File: config.mk
export PLATFORM = sky130hd
export DESIGN_NAME = fifo
export DESIGN_NICKNAME = d
export VERILOG_FILES = /design/src/rtl/fifo_pkg.sv /design/src/rtl/fifo.sv
export SDC_FILE = /design/constraint.sdc
export NUM_CORES = 1
export LEC_CHECK = 0
export ABC_AREA = 0
export BUFFER_PORTS_ARGS = -buffer_cell sky130_fd_sc_hd__clkbuf_2
export CORE_MARGIN = 2
export CORE_UTILIZATION = 56
export DETAILED_ROUTE_END_ITERATION = 7
export GPL_TIMING_DRIVEN = 0
export PLACE_DENSITY_LB_ADDON = 0.25
export SLEW_MARGIN = 20
export SYNTH_ARGS = -nofsm -noshare
export SYNTH_HDL_FRONTEND = slang
export SYNTH_SLANG_ARGS = --single-unit
File: constraint.sdc
create_clock -name clk -period 5.6 [get_ports clk]
set_input_delay 0.84 -clock clk [delete_from_list [all_inputs] [get_ports clk]]
set_output_delay 0.84 -clock clk [all_outputs]
set_load 0.02 [all_outputs]
File: src/rtl/fifo_pkg.sv
// Shared defaults for the bit-serial operand FIFO.
package fifo_pkg;

  localparam int unsigned FIFO_DEPTH  = 32;
  localparam int unsigned FIFO_PREC_W = 5;
  localparam int unsigned FIFO_PTR_W  = $clog2(FIFO_DEPTH);

endpackage

File: src/rtl/fifo.sv
// Bit-serial FIFO: pushes one bit per cycle and only starts pops on whole words of
// `precision` bits, so the consumer never sees a partial operand.
import fifo_pkg::*;

module fifo #(
  parameter int unsigned DEPTH  = FIFO_DEPTH,
  parameter int unsigned PREC_W = FIFO_PREC_W
) (
  input  logic              clk,
  input  logic              rst,
  input  logic              wr_en,
  input  logic              rd_en,
  input  logic              din,
  input  logic [PREC_W-1:0] precision,
  output logic              dout,
  output logic              full,
  output logic              empty
);

  localparam int unsigned PTR_W = $clog2(DEPTH);
  localparam int unsigned CNT_W = $clog2(DEPTH + 1);

  logic [DEPTH-1:0] mem_q;
  logic [PTR_W-1:0] wr_ptr_q, wr_ptr_d;
  logic [PTR_W-1:0] rd_ptr_q, rd_ptr_d;
  logic [CNT_W-1:0] count_q, count_d;
  logic [CNT_W-1:0] rd_left_q, rd_left_d;
  logic             rd_active_q, rd_active_d;
  logic             dout_q, dout_d;
  logic [CNT_W-1:0] prec_eff;
  logic             wr_acc, rd_acc;

  // Zero means a 1-bit word; anything beyond the storage is clamped to DEPTH.
  always_comb begin
    if (precision == '0) begin
      prec_eff = CNT_W'(1);
    end else if (32'(precision) > DEPTH) begin
      prec_eff = CNT_W'(DEPTH);
    end else begin
      prec_eff = CNT_W'(precision);
    end
  end

  assign full   = (count_q == CNT_W'(DEPTH));
  assign empty  = !rd_active_q && (count_q < prec_eff);
  assign wr_acc = wr_en && !full;
  assign rd_acc = rd_en && !empty;
  assign dout   = dout_q;

  always_comb begin
    wr_ptr_d    = wr_ptr_q;
    rd_ptr_d    = rd_ptr_q;
    rd_left_d   = rd_left_q;
    rd_active_d = rd_active_q;
    dout_d      = dout_q;
    count_d     = count_q + CNT_W'(wr_acc) - CNT_W'(rd_acc);
    if (wr_acc) begin
      wr_ptr_d = wr_ptr_q + 1'b1;
    end
    if (rd_acc) begin
      rd_ptr_d = rd_ptr_q + 1'b1;
      dout_d   = mem_q[rd_ptr_q];
      if (!rd_active_q) begin
        // Precision is latched here; later changes only affect the next word.
        rd_left_d   = prec_eff - CNT_W'(1);
        rd_active_d = (prec_eff > CNT_W'(1));
      end else begin
        rd_left_d   = rd_left_q - CNT_W'(1);
        rd_active_d = (rd_left_q != CNT_W'(1));
      end
    end
  end

  always_ff @(posedge clk or negedge rst) begin
    if (!rst) begin
      wr_ptr_q    <= '0;
      rd_ptr_q    <= '0;
      count_q     <= '0;
      rd_left_q   <= '0;
      rd_active_q <= 1'b0;
      dout_q      <= 1'b0;
    end else begin
      wr_ptr_q    <= wr_ptr_d;
      rd_ptr_q    <= rd_ptr_d;
      count_q     <= count_d;
      rd_left_q   <= rd_left_d;
      rd_active_q <= rd_active_d;
      dout_q      <= dout_d;
    end
  end

  // Storage contents are don't-care after reset, so no reset term.
  always_ff @(posedge clk) begin
    if (wr_acc) begin
      mem_q[wr_ptr_q] <= din;
    end
  end

endmodule

==> results of run 1 <==
## placed cells by master (no fill, tap or decap), drive strengths merged, types with 10 or more instances in the layout
| cell | n |
|---|---|
| a21oi | 12 |
| xnor2 | 10 |
| nor2 | 45 |
| edfxtp | 32 |
| clkbuf | 20 |
| inv | 28 |
| mux2i | 17 |
| ha | 21 |
| dfrtp | 24 |
| nand2 | 16 |
## per-stage QoR
step / instance area, µm² / hold slack [ps] / instances / power (mW)
floorplan: 3070 / 493 / 278 / 1.12
global placement: 3220 / 527 / 360 / 1.25
detailed placement: 3220 / 536 / 360 / 1.27
CTS: 3320 / 527 / 368 / 1.50
global route: 3320 / 554 / 368 / 1.63
finish: 3320 / 506 / 368 / 1.49
## registers in the layout (all words and copies together) (netlist names)
name / count
wr_ptr_q: 5
mem_q: 32
rd_left_q: 6
count_q: 6
rd_ptr_q: 5
dout: 1
rd_active_q: 1
## where the power goes
| group | switching [mW] | internal [mW] | total [mW] |
|---|---|---|---|
| clock network | 0.141 | 0.0915 | 0.233 |
| logic | 0.368 | 0.283 | 0.651 |
| registers | 0.0740 | 0.534 | 0.608 |
## worst max path at each step
stage | endpoint | cells past startpoint | startpoint
5_1_grt | count_q[4] | 17 | precision[3]
4_1_cts | count_q[4] | 17 | precision[3]
3_5_place_dp | count_q[4] | 17 | precision[3]
3_3_place_gp | count_q[4] | 17 | precision[3]
2_1_floorplan | count_q[4] | 16 | precision[3]
6_report | count_q[4] | 17 | precision[3]
## layer usage
layer  wire, µm  track usage (%)  vias to the layer above
li1           -                -                     1001
met5          0                0                        -
met2       2440             32.2                       37
met3        192             3.79                        8
met1       2600             27.4                      903
met4         93             8.25                        0
## cell families (layout without fill, tap and decap cells)
| family | after synthesis | in the layout |
|---|---|---|
| multiplexers | 18 | 18 |
| XOR/XNOR | 14 | 14 |
| AND/OR/NAND/NOR | 91 | 91 |
| buffers and inverters | 37 | 57 |
| flip-flops | 56 | 56 |
| adder cells (fa/ha/maj) | 22 | 22 |
| AO/OA/AOI/OAI | 40 | 40 |
## critical path, delay by kind of cell
| family | cells | cell delay [ps] |
|---|---|---|
| and+or+nand+nor | 2 | 150 |
| adders and majority gates | 4 | 1150 |
| AOI/OAI and AO/OA | 4 | 770 |
| xor gates and xnor gates | 1 | 120 |
| buffers and inverters | 6 | 530 |
## area by class of cell
class	instances	share of cell area (%)
Timing Repair Buffer	12	1.81
Multi-Input combinational cell	185	40.5
Clock inverter	3	0.755
Inverter	26	2.94
Sequential cell	56	47.1
Buffer	11	2.19
Clock buffer	5	2.08
Tap cell	70	2.64
==> summary.txt, run 1 <==
Run status
  – Status: complete, no violations

Yosys
  – Count leader, synth: nor2_1
  – Post-synthesis compound-gate area fraction: 9.97%
  – XOR/XNOR Fraction of Synth Area: 3.99%
  – Yosys cell types: 55
  – Synth Cell Area: 0.00307 mm²
  – Post-synthesis mux area share: 5.90%
  – Synth Register Bits: 56
  – YS warnings: 0
  – Synthesized instance count: 278
  – Post-synth EDFFs: 32
  – Synth area leader: edfxtp_1
  – Main synth FF type: edfxtp_1
  – Area share of the largest cell type after synthesis: 31.3%
  – Synth Area per Inst: 11.1 µm²
  – Most frequent cells after synthesis: nor2_1 (44), edfxtp_1 (32), inv_1 (25)
  – Fraction of registers with async set/reset: 42.9%
  – Synthesized Nets: 310
  – Largest family of logic cells by synthesized area: simple AND/OR/NAND/NOR gates
  – Post-synthesis simple-gate area fraction: 14.6%
  – Register area share after synthesis: 50.8%
  – Synth top area cells: edfxtp_1 (31%), dfrtp_1 (20%), ha_1 (8.5%), mux2i_1 (5.5%), nor2_1 (5.4%)
  – Synth Area in Adders: 9.20%

Run
  – Max cap viols: 0

Worst setup path
  – CP max-delay cell: a22oi_4
  – Worst reg2reg startpoint: count_q[3]
  – R2R Path End: count_q[4]
  – Worst EP required: 5810 ps
  – CP dominant cell by count: inv_1
  – Slowest stage delay, CP: 420 ps
  – R2r worst-path depth: 15
  – Crit Path Max Fanout: 10
  – Flop-to-flop setup slack: 2580 ps
  – Crit start category: input port
  – Critical path type: input port to flip-flop
  – Worst-path cell chain: clkbuf_2 > inv_1 > ha_1 > a21oi_1 > o21ai_0 > a22oi_4 > inv_2 > ha_1 > inv_1 > ha_1 > inv_1 > fa_1 > inv_1 > a21oi_1 > nor2_1 > nor2_1 > xnor2_1
  – CP Data Arrival Time: 3560 ps
  – Crit. End Element: flip-flop

Final layout
  – Area occupied by multi-input gates: 0.00134 mm²
  – Layout cell share with drive strength beyond 1: 15.1%
  – Final Util: 63.7%
  – Antenna Cells: 0
  – Filler cells: 420
  – Area delta synth->final: 7.86%
  – Layout Nets: 329
  – Register Area: 0.00156 mm²

Die
  – Core area: 0.00520 mm²
  – Initial Utilization: 59.1%
  – Die width: 78.1 µm
  – Die area: 0.00610 mm²
  – Die span in y: 78.1 µm
  – Ports: 13
  – Row cnt: 26

Routing
  – Initial DRC count: 115
  – Via density: 5.30
  – WL final: 5.33 mm
  – WL/cell: 14.5 µm
  – DRC viols: 0
  – Vias: 1,949
  – Pre-antenna DRT Iters: 4
  – Routed Antenna Nets: 0

Timing
  – Slew Limit Fails: 0
  – Final cycle utilization of the critical path: 59.8%
  – Post-Route Setup TNS: 0 ps
  – PnR worst setup slack: 2250 ps
  – Skew final: 12.6 ps
  – Final hold vios: 0
  – Peak Freq: 0.298 GHz
  – Worst Max-Slew Pin Slew: 602 ps
  – # setup viols final: 0
  – RSZ-0062 raised after global routing: false
  – Tmin final: 3350 ps
  – Max_slew headroom: 59.8%

Clock network
  – Clock buffer count from CTS: 5
  – Resize count post-CTS: 0
  – Bufs on Longest Clock Path: 2
  – CTS clk-pin slew, worst paths: 110 ps
  – Clock latency at the later pin of the worst-skew pair: 320 ps
  – H-tree depth: 2
  – Post-CTS Setup Repair Bufs: 0
  – CTS hold repair buffers: 0
  – Root Driver: clkbuf_8
  – CTS tree: done
  – Clk sink count: 56

GRT
  – Largest net degree at the start of global routing: 33
  – First-pass GRT wire length: 9.47 mm
  – Gr usage total: 20.2%
  – Antenna violations before repair: 0
  – GRT Residual Overflow: 0
  – Number of global-route vias before repair: 2,005

Power and ir drop
  – Maximum vdd drop: 254 µV
  – Leakage: 1.39 nW
  – Power Density: 450 mW/mm²

Placed design
  – IO buf count: 12
  – DP Worst Slack: 1910 ps
  – Gpl congestion: 0.767
  – Post-DP HPWL: 3.74 mm

Worst hold path
  – Hold Crit Class: input port to async pin
No activity file was read; power rests on OpenSTA's default activity.
==> run 2, diff against run 1 <==
--- a/config.mk
+++ b/config.mk
@@ -5,7 +5,7 @@
 export SDC_FILE = /design/constraint.sdc
 export NUM_CORES = 1
 export LEC_CHECK = 0
-export ABC_AREA = 0
+export ABC_AREA = 1
 export BUFFER_PORTS_ARGS = -buffer_cell sky130_fd_sc_hd__clkbuf_2
 export CORE_MARGIN = 2
 export CORE_UTILIZATION = 56
==> constraint.sdc (replaced) <==
create_clock -name clk -period 2.8 [get_ports clk]
set_input_delay 0.42 -clock clk [delete_from_list [all_inputs] [get_ports clk]]
set_output_delay 0.42 -clock clk [all_outputs]
set_load 0.02 [all_outputs]
==> summary.txt, run 2 <==
Run status
  – Status: complete, no violations

Clock network
  – CTS tree: done
  – Root Driver: clkbuf_8
  – Clock latency at the later pin of the worst-skew pair: 320 ps (about the same)
  – CTS hold repair buffers: 0 (unchanged)
  – Clock buffer count from CTS: 5 (unchanged)
  – CTS clk-pin slew, worst paths: 100 ps (about the same)
  – Clk sink count: 56 (unchanged)
  – Bufs on Longest Clock Path: 2 (unchanged)
  – H-tree depth: 2 (unchanged)

Yosys
  – Fraction of registers with async set/reset: 42.9% (unchanged)
  – Synth Register Bits: 56 (unchanged)
  – Synth Area per Inst: 8.37 µm² (-24%)
  – Yosys cell types: 29 (-47%)
  – YS warnings: 0 (unchanged)
  – Synth area leader: edfxtp_1
  – Count leader, synth: nand2_1
  – Synthesized instance count: 383 (+38%)
  – Area share of the largest cell type after synthesis: 30.0% (-1.3 points)
  – Synth top area cells: edfxtp_1 (30%), dfrtp_1 (19%), nand2_1 (13%), ha_1 (8.2%), inv_1 (7.5%)
  – Synthesized Nets: 415 (+34%)
  – Most frequent cells after synthesis: nand2_1 (107), inv_1 (64), nor2_1 (41)
  – Post-synth EDFFs: 32 (unchanged)
  – Synth Cell Area: 0.00321 mm² (+4.3%)
  – Register area share after synthesis: 48.7% (-2.1 points)
  – Main synth FF type: edfxtp_1

Run
  – Max cap viols: 0 (unchanged)

Die
  – Core area: 0.00551 mm² (+5.8%)
  – Die area: 0.00635 mm² (+4.1%)
  – Row cnt: 27 (+3.8%)
  – Initial Utilization: 58.2% (-0.85 points)
  – Die span in y: 79.7 µm (+2.0%)
  – Ports: 13 (unchanged)
  – Die width: 79.7 µm (+2.0%)

Worst setup path
  – Critical path type: flip-flop to flip-flop
  – Worst EP required: 3010 ps (-2800 ps)
  – Crit Path Max Fanout: 9 (-1)
  – CP Data Arrival Time: 2850 ps (-710 ps)
  – Crit start category: flip-flop
  – Crit. End Element: flip-flop
  – R2r worst-path depth: 14 (-1)

Timing
  – Worst Max-Slew Pin Slew: 613 ps (+10.9 ps)
  – PnR worst setup slack: 159 ps (-2090 ps)
  – Peak Freq: 0.379 GHz
  – Max_slew headroom: 59.1% (-0.72 points)
  – Final cycle utilization of the critical path: 94.3%
  – Slew Limit Fails: 0 (unchanged)
  – Final hold vios: 0 (unchanged)
  – Skew final: 11.3 ps (-1.34 ps)
  – Tmin final: 2640 ps
  – # setup viols final: 0 (unchanged)

Placed design
  – Gpl congestion: 0.833 (+8.7%)
  – DP Worst Slack: -216 ps (-2120 ps)
  – IO buf count: 12 (unchanged)
  – DP Cell Count: 467 (+30%)
  – Post-DP HPWL: 4.29 mm (+15%)

GRT
  – Antenna violations before repair: 0 (unchanged)
  – Largest net degree at the start of global routing: 33 (unchanged)
  – GRT Residual Overflow: 0 (unchanged)
  – Number of global-route vias before repair: 2,311 (+15%)
  – Gr usage total: 21.5% (+1.3 points)
  – First-pass GRT wire length: 10.5 mm (+11%)

Final layout
  – Layout Cells excl Fill: 478 (+30%)
  – Layout cell share with drive strength beyond 1: 9.85% (-5.2 points)
  – Top reg by flops: mem_q
  – Most common cell after layout, fill and taps aside: nand2_1
  – Area delta synth->final: 9.13%
  – Regs by FF count: mem_q: 32 flops, count_q: 6 flops, rd_left_q: 6 flops
  – Antenna Cells: 0 (unchanged)
  – Layout Nets: 437 (+33%)
  – Most frequent cells in the layout: nand2_1 (107), inv_1 (64), nor2_1 (41), nand3_1 (33), edfxtp_1 (32)
  – Largest register FFs: 32 (unchanged)

Power and ir drop
  – Leakage: 1.72 nW (+24%)
  – Power Density: 993 mW/mm² (+120%)
  – Maximum vdd drop: 446 µV (+76%)

Routing
  – Routed Antenna Nets: 0 (unchanged)
  – WL final: 6.11 mm (+15%)
  – WL/cell: 12.8 µm (-12%)
  – Initial DRC count: 169 (+47%)
  – DRC viols: 0 (unchanged)
  – Pre-antenna DRT Iters: 4 (unchanged)
  – Via density: 5.03 (-5.0%)
  – Vias: 2,404 (+23%)

Worst hold path
  – Hold Crit Class: input port to async pin
-- run 2: cell count changes after synthesis, sizes merged, moves of 4 or more --
| cell | before | now |
|---|---|---|
| nand2 | 16 | 112 |
| a21oi | 12 | 6 |
| o21ai | 7 | 11 |
| nor3 | 2 | 7 |
| inv | 26 | 66 |
| nand3 | 5 | 33 |
| mux2i | 17 | 0 |
| xnor2 | 10 | 4 |
| xor2 | 4 | 9 |
-- run 2: final cells by class --
type                       count  area, µm²
buffer                         8       57.6
clock buffer                   6       72.6
clock inverter                 2       38.8
fill                         469       2010
inverter                      66        253
multi-input combinational    253       1340
sequential                    56       1560
tap                           72       90.1
timing repair buffer          15       82.6
-- run 2: cell families (layout without fill, tap and decap cells) --
kind of cell	after synthesis	after routing	share of synthesized area, %
xor gates and xnor gates	13	13	3.55
DFF	56	56	48.7
adders and majority gates	22	22	8.82
and+or+nand+nor	195	195	25.1
buffers and inverters	74	97	9.60
AOI/OAI and AO/OA	23	23	4.22
-- run 2: layer usage --
metal / part of all wire (%) / track usage [%] / wire [µm]
met1: 45 / 27.3 / 2730
met2: 51 / 36.7 / 3100
met3: 3.5 / 4.41 / 216
met4: 1.2 / 6.72 / 71
met5: 0 / 0 / 0
-- run 2: stage by stage --
stage	area (µm²)	power (mW)	setup TNS (ps)	hold slack, ps	util (%)
2_1_floorplan	3210	2.51	0	124	-
3_3_place_gp	3360	2.83	-177	461	60.9
3_5_place_dp	3360	2.90	-253	464	60.9
4_1_cts	3470	3.44	0	128	63.1
5_1_grt	3500	3.79	-9.70	138	63.5
6_report	3500	3.47	0	95.8	63.5
-- run 2: path summary, 6_finish.rpt --
kind,endpoint,slack (ps),from
worst max-delay path,count_q[4],160,count_q[3]
worst min-delay path,rd_ptr_q[2],100,rst
worst max register to register,count_q[4],160,count_q[3]
worst min register to register,dout,490,dout
max in group asynchronous,wr_ptr_q[2],2290,rst
min in group clk,rd_ptr_q[1],470,rd_en
-- run 2: repair_timing --
action	in CTS	in global routing
buffers inserted	1	2
setup endpoints to repair	1	1
pin swaps	1	2
gates resized for setup	0	3
-- run 2: power breakdown --
part | leakage, nW | switching, mW | internal, mW | total (mW)
sequential | 0.579 | 0.160 | 1.08 | 1.24
combinational | 1.08 | 1.05 | 0.641 | 1.69
clock | 0.0558 | 0.266 | 0.271 | 0.537
-- run 2: critical path: stages (launching register included) --
cell	delay, ps
dfrtp_1	420
ha_1	310
a21oi_2	120
o21ai_0	80
nor2_1	130
nand2_2	90
nand2_4	90
inv_4	70
ha_1	260
inv_1	60
ha_1	150
inv_1	60
fa_2	350
o21a_1	210
xor2_1	130
==> run 3, diff against run 2 <==
--- a/config.mk
+++ b/config.mk
@@ -7,11 +7,14 @@
 export LEC_CHECK = 0
 export ABC_AREA = 1
 export BUFFER_PORTS_ARGS = -buffer_cell sky130_fd_sc_hd__clkbuf_2
+export CORE_ASPECT_RATIO = 0.8
 export CORE_MARGIN = 2
 export CORE_UTILIZATION = 56
 export DETAILED_ROUTE_END_ITERATION = 7
 export GPL_TIMING_DRIVEN = 0
 export PLACE_DENSITY_LB_ADDON = 0.25
+export REMOVE_ABC_BUFFERS = 1
+export SETUP_SLACK_MARGIN = 0.5
 export SLEW_MARGIN = 20
 export SYNTH_ARGS = -nofsm -noshare
 export SYNTH_HDL_FRONTEND = slang
==> summary.txt, run 3 (synthesis gave the netlist of run 2 again) <==
Run status
  – Status: complete, no violations

GRT
  – Grt met3 use: 4.49% (+0.081 points)
  – GRT Residual Overflow: 0 (unchanged)
  – First-pass GRT wire length: 10.1 mm (-3.5%)
  – Number of global-route vias before repair: 2,215 (-4.2%)
  – Met1 Usage GRT: 29.4% (+2.1 points)
  – Antenna violations before repair: 0 (unchanged)
  – Busiest grt layer: met2
  – Grt met2 use: 32.2% (-4.6 points)
  – Largest net degree at the start of global routing: 33 (unchanged)
  – Gr usage total: 20.8% (-0.68 points)

Timing
  – Slew Limit Fails: 0 (unchanged)
  – RSZ-0062 raised after global routing: true
  – Tmin final: 2470 ps (-174 ps)
  – Max_slew headroom: 50.1% (-9.0 points)
  – Final hold vios: 0 (unchanged)
  – Skew final: 9.49 ps (-1.76 ps)
  – Final cycle utilization of the critical path: 88.1% (-6.2 points)
  – # setup viols final: 0 (unchanged)
  – Post-Route Setup TNS: 0 ps (unchanged)
  – Worst Max-Slew Pin Slew: 748 ps (+135 ps)
  – Peak Freq: 0.405 GHz (+7.1%)

Placed design
  – Gpl congestion: 0.816 (-2.0%)
  – DP Cell Count: 465 (-0.43%)
  – Placed cell area: 0.00331 mm² (-1.5%)
  – IO buf count: 12 (unchanged)
  – Post-DP HPWL: 4.12 mm (-4.0%)

Die
  – Ports: 13 (unchanged)
  – Initial Utilization: 58.3% (+0.12 points)
  – Die area: 0.00635 mm² (about the same)
  – Die span in y: 71.7 µm (-10%)
  – Core area: 0.00550 mm² (-0.20%)
  – Row cnt: 24 (-11%)
  – Die width: 88.6 µm (+11%)

Final layout
  – Largest register FFs: 32 (unchanged)
  – Regs by FF count: mem_q: 32 flops, count_q: 6 flops, rd_left_q: 6 flops
  – Antenna Cells: 0 (unchanged)
  – Filler cells: 466 (-0.64%)
  – Most common cell after layout, fill and taps aside: nand2_1
  – Layout Cells excl Fill: 480 (+0.42%)
  – Design area: 0.00355 mm² (+1.5%)
  – Layout Nets: 433 (-0.92%)
  – Layout cell share with drive strength beyond 1: 12.9% (+3.1 points)
  – Area delta synth->final: 10.7%
  – Most frequent cells in the layout: nand2_1 (105), inv_1 (61), nor2_1 (41), nand3_1 (32), edfxtp_1 (32)
  – Top reg by flops: mem_q

Worst setup path
  – CP top delay family: adder cells
  – Worst reg2reg startpoint: count_q[4]
  – Worst EP required: 2990 ps (-20 ps)
  – Crit start category: flip-flop
  – Slowest stage delay, CP: 410 ps (about the same)
  – Stages on worst setup path: 14 (unchanged)
  – CP Data Arrival Time: 2660 ps (-190 ps)
  – Flop-to-flop setup slack: 330 ps (+170 ps)
  – CP dominant cell by count: inv_2
  – CP bufs+invs: 4 (+1)
  – Crit. Startpoint: count_q[4]
  – Worst-path cell chain: ha_1 > inv_2 > nor3_2 > nand2_1 > nand2_2 > nand2_8 > inv_8 > ha_4 > inv_2 > ha_4 > inv_2 > fa_2 > o21a_1 > xor2_1
  – R2R Path End: count_q[4]
  – Capture point of the worst path: count_q[4]
  – Crit. End Element: flip-flop
  – CP max-delay cell: dfrtp_1
  – Critical path type: flip-flop to flip-flop
  – R2r worst-path depth: 14 (unchanged)
  – Crit Path Max Fanout: 2 (-7)

Power and ir drop
  – Maximum vdd drop: 573 µV (+28%)
  – Leakage: 1.70 nW (-1.1%)
  – Power Density: 989 mW/mm² (-0.41%)

Clock network
  – Clock latency at the later pin of the worst-skew pair: 310 ps (about the same)
  – Bufs on Longest Clock Path: 2 (unchanged)
  – H-tree depth: 2 (unchanged)
  – CTS clk-pin slew, worst paths: 100 ps (about the same)
  – Clk sink count: 56 (unchanged)
  – CTS hold repair buffers: 0 (unchanged)
  – Clock buffer count from CTS: 5 (unchanged)
  – Root Driver: clkbuf_8
  – CTS tree: done

Routing
  – Routed Antenna Nets: 0 (unchanged)
  – WL final: 6.19 mm (+1.3%)
  – DRC viols: 0 (unchanged)
  – Vias: 2,457 (+2.2%)
  – WL/cell: 12.9 µm (+0.92%)
  – Initial DRC count: 217 (+28%)
  – Pre-antenna DRT Iters: 4 (unchanged)
  – Via density: 5.12 (+1.8%)

Worst hold path
  – Hold Crit Class: input port to async pin

Run
  – Max cap viols: 0 (unchanged)
[run 3: worst min-delay path by stage]
stage / start / endpoint / slack [ps] / cells past startpoint
detailed placement: rst / rd_ptr_q[3] / 460 / 1
floorplan: rst / count_q[0] / 120 / 0
global route: rst / dout / 170 / 1
global placement: dout / dout / 460 / 2
finish: rst / rd_ptr_q[4] / 110 / 1
CTS: rst / rd_ptr_q[4] / 130 / 1
[run 3: cell type report]
class                   instances  area [µm²]  area share, %
clock buffers                   7        76.3           2.15
clock inverters                 1        5.00          0.141
inverters                      66         258           7.26
multi-input cells             253        1430           40.4
flip-flops and latches         56        1560           44.1
well taps                      78        97.6           2.75
repair buffers                 19         116           3.28
[run 3: where the power goes]
group	switching (mW)	internal, mW	total [mW]
Sequential	0.289	1.09	1.37
Clock	0.243	0.176	0.419
Combinational	1.01	0.705	1.72
Total	1.54	1.97	3.51
[run 3: stage by stage]
step                hold WS (ps)  util, %  power, mW  setup WS, ps
detailed placement           461     60.2       2.83          -319
floorplan                    124        -       2.44          95.6
CTS                          126     63.8       3.44           271
finish                       114     64.6       3.51           333
global route                 166     64.6       3.83           246
global placement             463     60.2       2.77          -278
[run 3: layer usage]
layer | wire, µm | up-vias
met5 | 0 | -
met4 | 107 | 0
met1 | 2810 | 1137
li1 | - | 1230
met2 | 2900 | 75
met3 | 378 | 15
[run 3: what timing repair did]
item	in CTS	in global routing
pin swaps	15	11
endpoints found under the setup margin	5	5
buffers inserted	7	0
gates resized for setup	16	10
